## src/rtl/mips_pkg.sv

```systemverilog
// Shared MIPS definitions for the EX-stage multiply/divide unit:
// operation encodings, control states and the default iteration count.
package mips_pkg;

  localparam int MD_ITER = 32;

  typedef enum logic [1:0] {
    MD_MULT  = 2'b00,
    MD_MULTU = 2'b01,
    MD_DIV   = 2'b10,
    MD_DIVU  = 2'b11
  } md_op_e;

  typedef enum logic [1:0] {
    MD_IDLE   = 2'b00,
    MD_RUN    = 2'b01,
    MD_FINISH = 2'b10
  } md_state_e;

  // Magnitude of a 32-bit operand; unsigned operands pass through untouched.
  function automatic logic [31:0] md_abs(input logic [31:0] v, input logic is_signed);
    return (is_signed && v[31]) ? -v : v;
  endfunction

endpackage

```

## src/rtl/ex_muldiv_if.sv

```systemverilog
// ID/EX-side request and HI/LO result signals of the multiply/divide unit.
// master = pipeline control issuing operations, slave = ex_muldiv.
interface ex_muldiv_if;
  logic        start_EX;
  logic [1:0]  op_EX;
  logic [31:0] rs_EX;
  logic [31:0] rt_EX;
  logic        mthi_EX;
  logic        mtlo_EX;
  logic [31:0] hi;
  logic [31:0] lo;
  logic        busy;
  logic        stall;
  logic        done;

  modport master (
    output start_EX, op_EX, rs_EX, rt_EX, mthi_EX, mtlo_EX,
    input  hi, lo, busy, stall, done
  );

  modport slave (
    input  start_EX, op_EX, rs_EX, rt_EX, mthi_EX, mtlo_EX,
    output hi, lo, busy, stall, done
  );
endinterface

```

## src/rtl/ex_muldiv.sv

```systemverilog
// Iterative MULT/MULTU/DIV/DIVU unit: one shift-add or restoring-divide step per
// cycle on magnitudes, sign correction in FINISH, results land in HI/LO.
module ex_muldiv
  import mips_pkg::*;
#(
  parameter int ITER = MD_ITER
) (
  input  logic        clk,
  input  logic        rst,
  ex_muldiv_if.slave  md
);

  localparam int CW = $clog2(ITER);

  md_state_e      r_state;
  logic [CW-1:0]  r_cnt;
  logic [63:0]    r_acc;
  logic [31:0]    r_opnd;
  logic           r_is_div;
  logic           r_neg_res;
  logic           r_neg_rem;
  logic           r_dz;
  logic [31:0]    r_hi;
  logic [31:0]    r_lo;
  logic           r_busy;
  logic           r_done;

  logic           w_is_div;
  logic           w_signed;
  logic [32:0]    w_mul_sum;
  logic [63:0]    w_mul_next;
  logic [33:0]    w_div_diff;
  logic [63:0]    w_div_next;
  logic [63:0]    w_prod;
  logic [31:0]    w_quot;
  logic [31:0]    w_rem;

  assign w_is_div = md.op_EX[1];
  assign w_signed = ~md.op_EX[0];

  // Multiply: r_acc = {partial product high, remaining multiplier bits}.
  assign w_mul_sum  = {1'b0, r_acc[63:32]} + (r_acc[0] ? {1'b0, r_opnd} : 33'd0);
  assign w_mul_next = {w_mul_sum, r_acc[31:1]};

  // Divide: r_acc = {remainder, dividend bits shifting into quotient bits}.
  assign w_div_diff = {1'b0, r_acc[63:31]} - {2'b00, r_opnd};
  assign w_div_next = w_div_diff[33] ? {r_acc[62:0], 1'b0}
                                     : {w_div_diff[31:0], r_acc[30:0], 1'b1};

  assign w_prod = r_neg_res ? -r_acc : r_acc;
  assign w_quot = r_neg_res ? -r_acc[31:0]  : r_acc[31:0];
  assign w_rem  = r_neg_rem ? -r_acc[63:32] : r_acc[63:32];

  always_ff @(posedge clk) begin
    if (rst) begin
      r_state   <= MD_IDLE;
      r_cnt     <= '0;
      r_acc     <= '0;
      r_opnd    <= '0;
      r_is_div  <= 1'b0;
      r_neg_res <= 1'b0;
      r_neg_rem <= 1'b0;
      r_dz      <= 1'b0;
      r_hi      <= '0;
      r_lo      <= '0;
      r_busy    <= 1'b0;
      r_done    <= 1'b0;
    end else begin
      r_done <= 1'b0;
      case (r_state)
        MD_IDLE: begin
          if (md.start_EX) begin
            r_is_div  <= w_is_div;
            r_neg_res <= w_signed & (md.rs_EX[31] ^ md.rt_EX[31]);
            r_neg_rem <= w_signed & w_is_div & md.rs_EX[31];
            r_opnd    <= md_abs(md.rt_EX, w_signed);
            r_cnt     <= '0;
            r_busy    <= 1'b1;
            // Divide by zero skips iteration; raw dividend is kept for HI.
            if (w_is_div && (md.rt_EX == 32'd0)) begin
              r_dz    <= 1'b1;
              r_acc   <= {32'd0, md.rs_EX};
              r_state <= MD_FINISH;
            end else begin
              r_dz    <= 1'b0;
              r_acc   <= {32'd0, md_abs(md.rs_EX, w_signed)};
              r_state <= MD_RUN;
            end
          end else begin
            if (md.mthi_EX) r_hi <= md.rs_EX;
            if (md.mtlo_EX) r_lo <= md.rs_EX;
          end
        end
        MD_RUN: begin
          r_acc <= r_is_div ? w_div_next : w_mul_next;
          if (r_cnt == CW'(ITER - 1)) begin
            r_state <= MD_FINISH;
          end else begin
            r_cnt <= r_cnt + 1'b1;
          end
        end
        MD_FINISH: begin
          if (r_dz) begin
            r_hi <= r_acc[31:0];
            r_lo <= 32'hFFFF_FFFF;
          end else if (r_is_div) begin
            r_hi <= w_rem;
            r_lo <= w_quot;
          end else begin
            {r_hi, r_lo} <= w_prod;
          end
          r_done  <= 1'b1;
          r_busy  <= 1'b0;
          r_state <= MD_IDLE;
        end
        default: r_state <= MD_IDLE;
      endcase
    end
  end

  assign md.hi    = r_hi;
  assign md.lo    = r_lo;
  assign md.busy  = r_busy;
  assign md.stall = r_busy;
  assign md.done  = r_done;

endmodule

```

## src/flat_wrapper.sv

```systemverilog
// flat-port wrapper written by rule: the top's interface ports become plain ports
module ex_muldiv_flat import mips_pkg::*;
#(
  parameter int ITER = MD_ITER
)
  (clk, rst, md_start_EX, md_op_EX, md_rs_EX, md_rt_EX, md_mthi_EX, md_mtlo_EX, md_hi, md_lo, md_busy, md_stall, md_done);
  ex_muldiv_if md_i ();
  input  logic clk;
  input  logic rst;
  input wire logic [$bits(md_i.start_EX)-1:0] md_start_EX;
  input wire logic [$bits(md_i.op_EX)-1:0] md_op_EX;
  input wire logic [$bits(md_i.rs_EX)-1:0] md_rs_EX;
  input wire logic [$bits(md_i.rt_EX)-1:0] md_rt_EX;
  input wire logic [$bits(md_i.mthi_EX)-1:0] md_mthi_EX;
  input wire logic [$bits(md_i.mtlo_EX)-1:0] md_mtlo_EX;
  output wire logic [$bits(md_i.hi)-1:0] md_hi;
  output wire logic [$bits(md_i.lo)-1:0] md_lo;
  output wire logic [$bits(md_i.busy)-1:0] md_busy;
  output wire logic [$bits(md_i.stall)-1:0] md_stall;
  output wire logic [$bits(md_i.done)-1:0] md_done;
  assign md_i.start_EX = md_start_EX;
  assign md_i.op_EX = md_op_EX;
  assign md_i.rs_EX = md_rs_EX;
  assign md_i.rt_EX = md_rt_EX;
  assign md_i.mthi_EX = md_mthi_EX;
  assign md_i.mtlo_EX = md_mtlo_EX;
  assign md_hi = md_i.hi;
  assign md_lo = md_i.lo;
  assign md_busy = md_i.busy;
  assign md_stall = md_i.stall;
  assign md_done = md_i.done;
  ex_muldiv #(.ITER(ITER)) u_core (.clk(clk), .rst(rst), .md(md_i));
endmodule
```

## config.mk

```make
export PLATFORM = sky130hd
export DESIGN_NAME = ex_muldiv_flat
export DESIGN_NICKNAME = d
export VERILOG_FILES = /design/src/rtl/mips_pkg.sv /design/src/rtl/ex_muldiv_if.sv /design/src/rtl/ex_muldiv.sv /design/src/flat_wrapper.sv
export SDC_FILE = /design/constraint.sdc
export NUM_CORES = 1
export LEC_CHECK = 0
export ABC_AREA = 0
export CAP_MARGIN = 15
export CORE_UTILIZATION = 40
export DETAILED_ROUTE_END_ITERATION = 10
export PLACE_DENSITY = 0.66
export RECOVER_POWER = 50
export SLEW_MARGIN = 20
export SYNTH_ARGS = -nofsm -noshare
export SYNTH_HDL_FRONTEND = slang
export SYNTH_SLANG_ARGS = --single-unit
```

## constraint.sdc

```tcl
create_clock -name clk -period 4.3 [get_ports clk]
set_clock_uncertainty 0.1 [all_clocks]
set_input_delay 0.43 -clock clk [delete_from_list [all_inputs] [get_ports clk]]
set_output_delay 0.43 -clock clk [all_outputs]
set_load 0.03 [all_outputs]
```

---- Yosys cells after proc, flatten, opt, wreduce, memory -nomap -nowiden ----
Index checks and enable logic that the tools add are counted.
word-level totals
  output and inout port bits .............. 67
  logic and storage cells ................. 80
  bits in registers ....................... 173
  input bits .............................. 71
operators by class
  bitwise logic cells ..................... 5
  reductions and logical operators ........ 14
  eq/ne operators ......................... 9
  $add $sub $neg .......................... 8
  multiplexer cells ....................... 32
operators by type and width
  cell                                                                    number
  32-bit two-way mux                                                      14
  64-bit two-way mux                                                      4
  32-bit negation                                                         4
  32-bit case mux with 2 select lines                                     2
  64-bit case mux with 2 select lines                                     1
  64-bit negation                                                         1
  33-bit by 32-bit subtractor with 34-bit output                          1
  32-bit by 33-bit adder with 33-bit output                               1
  32-bit logical NOT                                                      1
  5-bit two-way mux                                                       2
  2-bit inequality test (second input constant)                           5
  5-bit case mux with 2 select lines                                      1
  3-bit AND reduction                                                     3
  2-bit AND reduction                                                     4
  2-bit two-way mux                                                       3
  5-bit by 1-bit adder with 5-bit output (second input constant)          1
  5-bit equality test (second input constant)                             1
  2-bit case mux with 2 select lines                                      1
  2-bit nonzero test                                                      2
  1-bit bitwise AND                                                       3
  1-bit logical AND                                                       3
  1-bit two-way mux                                                       3
  2-bit by 1-bit equality test with 1-bit output (second input constant)  1
  2-bit equality test (second input constant)                             1
  other kinds (5)                                                         5

---- Longest topological paths before layout ----
Gate-level depths: netlist of the first run.
  depth after elaboration ................. 6
  gate-level depth with buffers ........... 16
  depth with buffers taken out ............ 15

---- Least setup slack after synthesis of the first run ----
Ideal clock, no wire load.
  path type ............................... reg2reg
  from .................................... register u_core.r_acc[0]
  to ...................................... register u_core.r_acc[62]
  data required time ...................... 4078 ps
  stages on the path, launching flop included .. 15
  library setup time ...................... 122 ps
  setup slack ............................. 877 ps
  period minus slack after synthesis ...... 3423 ps
  path buffers ............................ 2
  arrival ................................. 3202 ps
  cells stage by stage .................... dfxtp_1 > inv_1 > clkbuf_1 > nor2_1 > ha_1 > clkbuf_1 > nand2_1 > o41ai_1 > a41oi_1 > o2111ai_1 > nand2_1 > o211ai_1 > nand2_1 > xnor2_1 > a221o_1
between the ends
  cells in the longest elaborated chain, start to end .. 4
RTL lines
  what                                       RTL line         RTL
  from (decl)                                ex_muldiv.sv:17  logic [63:0] r_acc;
  from (signal assigned)                     ex_muldiv.sv:82  r_acc <= {32'd0, md.rs_EX};
  from (signal assigned)                     ex_muldiv.sv:86  r_acc <= {32'd0, md_abs(md.rs_EX, w_signed)};
  from (signal assigned)                     ex_muldiv.sv:95  r_acc <= r_is_div ? w_div_next : w_mul_next;
  32-bit two-way mux                         ex_muldiv.sv:42  assign w_mul_sum = {1'b0, r_acc[63:32]} + (r_acc[0] ? {1'b0, r_opnd} : 33'd0);
  32-bit by 33-bit adder with 33-bit output  ex_muldiv.sv:42
  64-bit two-way mux                         ex_muldiv.sv:95
  64-bit case mux with 2 select lines        ex_muldiv.sv:70  case (r_state)
Every way passes these cells.
A chain may end at the register's enable or synchronous reset.

---- Worst setup path after layout of the first run ----
  from .................................... register u_core.r_acc[32]
  to ...................................... register u_core.r_hi[18], in the netlist u_core.md.hi[18]
between the ends
  cells in the longest elaborated chain, start to end .. 5
  elaborated cells on any way between the ends .. 7
  classes of those cells .................. add/sub: 2; mux: 5
RTL lines
  what                                                             RTL line                          RTL
  64-bit negation / 32-bit negation (equally long branches)        ex_muldiv.sv:50, ex_muldiv.sv:52
  64-bit two-way mux / 32-bit two-way mux (equally long branches)  ex_muldiv.sv:50, ex_muldiv.sv:52
  32-bit two-way mux *                                             ex_muldiv.sv:106                  end else if (r_is_div) begin
  32-bit two-way mux *                                             ex_muldiv.sv:103                  if (r_dz) begin
  32-bit case mux with 2 select lines *                            ex_muldiv.sv:70
  to (signal assigned)                                             ex_muldiv.sv:104                  r_hi <= r_acc[31:0];
  to (signal assigned)                                             ex_muldiv.sv:107                  r_hi <= w_rem;
  to (signal assigned)                                             ex_muldiv.sv:110                  {r_hi, r_lo} <= w_prod;
  to (decl)                                                        ex_muldiv.sv:23                   logic [31:0] r_hi;
Mark *: on every way between the ends. The rest lies on a longest branch, timed or not.

==> impl_metrics.ini, run 1 <==
[place]
dp_cells = 2383
place.gp.congestion = 0.975
placed_area_um2 = 16000
portBuffers = 137
dp_slack_ns = 0.129
dp_hpwl_mm = 35.2

[sta]
fin_tns_setup_ns = 0
whs_ns = 0.365
slew_headroom_pct = -98.0
timing.final.crit_share_pct = 93.7
min_period_ns = 4.03
worst_slack_ns = 0.271
finalSetupViolCount = 0
rsz0062_at_grt = no
tightest_slew_ns = 2.97
fmax_mhz = 248
hold_violations = 0
report.final.slew_viol_count = 257

[run_status]
status = finished, violations left
violations = max-capacitance violations, max-slew violations

[synthesis]
syn-instance-count = 1863
avgSynthCellArea_um2 = 7.54
synth-seq-area-share_pct = 24.7
synth_nets = 2006
synth-async-reset-ratio_pct = 0
yosysWarnings = 0
synth_flop_cell = dfxtp_1
synth_edf_count = 0
synth_seq_cells = 173
ys_types = 71
synth_area_um2 = 14000

[clock_tree]
hold_buffers = 0
clkSlewWorstSetupHoldPaths_ns = 0.07
cts_made_buffers = 17
cts_sinks = 173
cts_buffer_depth = 2
cts_max_level = 4
cts_tree = yes
post_cts_buffers = 0
root_buffer = clkbuf_16
insertion_delay_ns = 0.45
ctsResizeCount = 0

[worst_setup_path]
crit_start = u_core.r_acc[32]
cp_cell_sequence = buf_4 > inv_1 > ha_1 > or3b_2 > or3_1 > nor3_1 > nand2_1 > nor2_1 > nand2_1 > nor3_1 > o21ai_0 > or3_1 > o2111ai_1 > a31oi_1
cp.required_ns = 4.47
critPathCaptureType = flip-flop
cp.arrival_ns = 4.20
worstReg2RegStart = u_core.r_acc[32]
crit_path_max_incr_delay_ns = 0.45
rrSetupSlack_ns = 0.27
cpMaxStageDelayCell = or3b_2
cp-start-kind = flip-flop
reg2reg_depth = 14
path_class = reg2reg
crit_path_end = u_core.md.hi[18]
cp_max_fo = 7
reg2reg_to = u_core.md.hi[18]

[floorplan]
core_region_area_um2 = 34500
placementRows = 68
dieArea_um2 = 35900
start_util_pct = 40.7
ios = 138
die_x_um = 189
die_h_um = 189

[final_layout]
mostFrequentLayoutCell = nor2_1
layout.nets = 2090
utilization_pct = 48.0
fill_cells = 3482
fin_cells = 2414
final_area_um2 = 16600
layout_common_cells = nor2_1 (198), dfxtp_1 (173), a21oi_1 (163)
drive_above_1_share_pct = 6.38
diodes = 0
areaGrowthSynthToFinish_pct = 18.0

[global_route]
grt_antenna_before_repair = 0
grt_max_degree = 77
grt_first_pass_wirelength_mm = 75.5
grt_usage_pct = 26.2
grt_overflow = 0
grt_pass1_vias = 13700

[drt]
drcViolationCount = 0
avgRoutedWirePerCell_um = 19.6
viasPerCell = 6.00
vias = 14500
drtIter0Drc = 1403
postRouteAntennaNets = 0
routed_wl_mm = 47.2
drtPass1Iterations = 6

[pwr]
power.density_nw_per_um2 = 305
p_total_mw = 5.06
ir_drop_mv = 0.288
leakage_nw = 6.51

[job]
drv_cap = 5

[hold_path]
hold_path_class = reg2reg
## synthesized netlist by cell type (13+ instances only)
cell type  instances  area, um2
nand2b_1          19        119
mux2i_1           52        521
a211oi_1         104        781
nand4_1           13       81.3
nor3_1            33        165
nand2_1          131        492
o211ai_1          20        150
buf_1             14       52.6
o21ai_0          114        571
ha_1              70        876
a21o_1            31        233
xnor2_1           72        631
or4_1             17        128
a221oi_1          35        307
o21a_1            18        135
o31ai_1           21        158
clkbuf_1         110        413
nand3_1           29        145
and2_1            37        231
or3_1             20        125
a22oi_1           25        188
a21oi_1          164        821
a31oi_1           16        100
dfxtp_1          173       3460
xor2_1            97        850
nor2_1           200        751
inv_1             68        255
## where the power goes
part	total, mW	internal (mW)	switching [mW]
clock	1.61	0.892	0.716
combinational	1.61	0.637	0.968
sequential	1.84	1.71	0.129
## registers in the layout, summed over array words and instances (netlist names), 2 cells and up
name            flops
u_core.md.lo       32
u_core.r_cnt        5
u_core.md.hi       32
u_core.r_opnd      32
u_core.r_acc       64
u_core.r_state      2
## final cells by class
cell class	instances	area (um2)	area share [%]
Sequential cell	173	3460	20.9
Multi-Input combinational cell	1487	9830	59.4
Tap cell	455	569	3.44
Clock inverter	11	136	0.823
Inverter	68	255	1.54
Timing Repair Buffer	200	1850	11.2
Clock buffer	20	457	2.76
## critical path: cells and delay by family, from the launching register on
| kind | cells | cell delay (ns) |
|---|---|---|
| fa+ha+maj | 1 | 0.18 |
| compound gates | 3 | 0.44 |
| simple gates | 8 | 2.45 |
| buf+inv | 2 | 0.33 |
| flops | 1 | 0.36 |
## worst min-delay path by stage
stage	startpoint	cells after the start	slack, ns	end
6_report	u_core.md.hi[24]	2	0.37	u_core.md.hi[24]
5_1_grt	u_core.md.hi[24]	2	0.39	u_core.md.hi[24]
4_1_cts	rst	4	0.37	u_core.r_acc[52]
3_5_place_dp	u_core.md.hi[24]	2	0.36	u_core.md.hi[24]
3_3_place_gp	u_core.r_opnd[16]	2	0.34	u_core.r_opnd[16]
2_1_floorplan	u_core.r_opnd[16]	2	0.33	u_core.r_opnd[16]
## routing by layer
layer  GRT usage, %  part of all wire (%)  up-vias  wire, um
met2           42.8                    46      595     21700
met1           35.4                    45     6823     21000
met5              0                     0        -         0
met3           2.91                   6.4       80      3040
li1               -                     -     6977         -
met4           9.77                   3.1        0      1470
## logic make-up (layout without fill, tap and decap cells)
group / count (synthesis) / in the layout / share of synthesized area, %
mux: 54 / 54 / 3.87
fa+ha+maj: 72 / 72 / 6.52
simple gates: 560 / 560 / 19.1
compound gates: 632 / 632 / 29.7
xor+xnor: 169 / 169 / 10.5
buf+inv: 203 / 299 / 5.56
flops: 173 / 173 / 24.7
Note: power is estimated with default switching activity, not from simulation.
==> run 2, diff against run 1 <==
- GPL_TIMING_DRIVEN: not set -> 1
==> results of run 2 <==
No change in the layout: final DEF, timing and power equal those of run 1.
==> run 3, diff against run 2 <==
- GPL_ROUTABILITY_DRIVEN: not set -> 0
==> run 3 against run 2 <==
The flow still finishes with violations (max-capacitance violations, max-slew violations). Die area unchanged. Worst hold slack worse by 0.0087 ns. Non-clock buffer count up 2. Register-to-register slack worse by 0.07 ns. Sequential share of layout area about the same. Combinational power about the same. Wire length down 0.90%. Count of clock-buffer cells in the layout unchanged. Via count up 0.93%. Global-route usage down 0.59 points. Critical endpoint is now u_core.r_acc[61]. Largest cell class unchanged. Largest power group unchanged.
==> impl_metrics.ini, run 3 (synthesis gave the netlist of run 1 again) <==
[final_layout]
fill_cells = 3453
mostFrequentLayoutCell = nor2_1
regMostFlops = u_core.r_acc
areaGrowthSynthToFinish_pct = 18.2
layout_common_cells = nor2_1 (198), dfxtp_1 (173), a21oi_1 (163)
drive_above_1_share_pct = 6.73
layout.nets = 2092
fin_cells = 2418
largest_reg_flops = 64

[hold_path]
holdCritStartpoint = u_core.md.hi[3]
hold_path_class = reg2reg
hold_end = u_core.md.hi[3]
holdPathStages = 2

[clock_tree]
cts_buffer_depth = 2
cts_tree = yes
clkSlewWorstSetupHoldPaths_ns = 0.07
cts_sinks = 173
cts_made_buffers = 17
root_buffer = clkbuf_16
insertion_delay_ns = 0.45
cts_max_level = 4

[drt]
drcViolationCount = 0
postRouteAntennaNets = 0
viasPerCell = 6.04
drtIter0Drc = 1540
drtPass1Iterations = 6
avgRoutedWirePerCell_um = 19.3
routed_wl_mm = 46.8
vias = 14600

[sta]
tightest_slew_ns = 1.82
slew_headroom_pct = -21.6
rsz0062_at_grt = no
hold_violations = 0
timing.final.crit_share_pct = 95.4
report.final.slew_viol_count = 107
fin_tns_setup_ns = 0
finalSetupViolCount = 0
fmax_mhz = 244
min_period_ns = 4.10

[global_route]
grt_usage_pct = 25.7
grt_antenna_before_repair = 1
grt_pass1_vias = 13600
grt_overflow = 0
grt_max_degree = 84
grt_first_pass_wirelength_mm = 74.3

[worst_setup_path]
cp_max_fo = 21
rrSetupSlack_ns = 0.20
cpMaxStageDelayCell = dfxtp_1
cp.arrival_ns = 4.33
worstReg2RegStart = u_core.r_acc[0]
path_class = reg2reg
reg2reg_to = u_core.r_acc[61]
cp.required_ns = 4.52
cp_cell_sequence = clkinvlp_4 > buf_4 > buf_4 > nor2_1 > ha_1 > a21oi_1 > o211ai_1 > o211ai_1 > nand3_1 > a221o_1 > nor3_1 > nor2_1 > a21oi_1 > a211oi_1 > xnor2_1 > a221o_1
reg2reg_depth = 16
crit_path_max_incr_delay_ns = 0.58
critPathCaptureType = flip-flop
cp-start-kind = flip-flop

[pwr]
leakage_nw = 6.52
ir_drop_mv = 0.302
power.density_nw_per_um2 = 307

[floorplan]
die_x_um = 189
dieArea_um2 = 35900
start_util_pct = 40.7
ios = 138
die_h_um = 189
placementRows = 68
core_region_area_um2 = 34500

[place]
dp_hpwl_mm = 34.5
portBuffers = 137
dp_cells = 2382

[job]
drv_cap = 2

[run_status]
violations = max-capacitance violations, max-slew violations
status = finished, violations left
[run 3: cell types whose count changed in the layout (fill, tap and decap cells not counted), sizes merged]
cell,before,now
buf,59,62
clkinv,5,2
clkinvlp,2,5
bufinv,2,3
clkbuf,25,24
diode,0,1
[run 3: critical path, delay by kind of cell (launching register included)]
kind	cells	cell delay (ns)
flops	1	0.58
compound gates	7	1.58
simple gates	4	0.72
xor+xnor	1	0.15
buf+inv	3	0.57
fa+ha+maj	1	0.29
[run 3: layout make-up]
cell class | instances | area, um2 | share of cell area [%]
Antenna cell | 1 | 2.50 | 0.0151
Clock buffer | 20 | 447 | 2.69
Clock inverter | 12 | 160 | 0.965
Inverter | 68 | 259 | 1.56
Multi-Input combinational cell | 1487 | 9840 | 59.3
Sequential cell | 173 | 3460 | 20.9
Tap cell | 455 | 569 | 3.43
Timing Repair Buffer | 202 | 1860 | 11.2
[run 3: stage by stage]
step | area (um2) | hold WS (ns) | utilization (%) | setup WS (ns) | power [mW]
global route | 16600 | 0.368 | 48.1 | 0.00592 | 5.33
global placement | 16000 | 0.344 | 46.3 | 0.183 | 3.43
finish | 16600 | 0.356 | 48.1 | 0.199 | 5.09
CTS | 16600 | 0.362 | 48.0 | 0.230 | 5.09
floorplan | 14000 | 0.332 | - | 0.877 | 2.94
detailed placement | 16000 | 0.351 | 46.3 | 0.207 | 3.46
[run 3: how the worst max path moves through the flow]
stage / startpoint / endpoint / depth (start not counted)
3_3_place_gp: md_rs_EX[7] / u_core.r_acc[29] / 11
6_report: u_core.r_acc[0] / u_core.r_acc[61] / 16
5_1_grt: u_core.r_acc[0] / u_core.r_acc[62] / 15
4_1_cts: u_core.r_acc[0] / u_core.r_acc[61] / 15
3_5_place_dp: md_rs_EX[7] / u_core.r_acc[29] / 11
2_1_floorplan: u_core.r_acc[0] / u_core.r_acc[62] / 14
[run 3: metal layers]
metal | track usage [%] | share of wire [%] | up-vias
met2 | 41.2 | 45 | 685
li1 | - | - | 7000
met3 | 3.48 | 8.0 | 99
met4 | 9.65 | 3.2 | 0
met1 | 34.7 | 44 | 6826
met5 | 0 | 0 | -
[run 3: timing repair]
item / 4_1_cts / 5_1_grt
setup endpoints to repair: 0 / 6
gates resized for setup: 0 / 2
hold endpoints to repair: 0 / 0
hold buffers: 0 / 0
setup buffers: 0 / 3
[run 3: where the power goes]
group	total, mW	internal [mW]	switching [mW]
combinational	1.60	0.635	0.967
clock	1.65	0.936	0.711
sequential	1.85	1.71	0.131
total	5.09	3.29	1.81
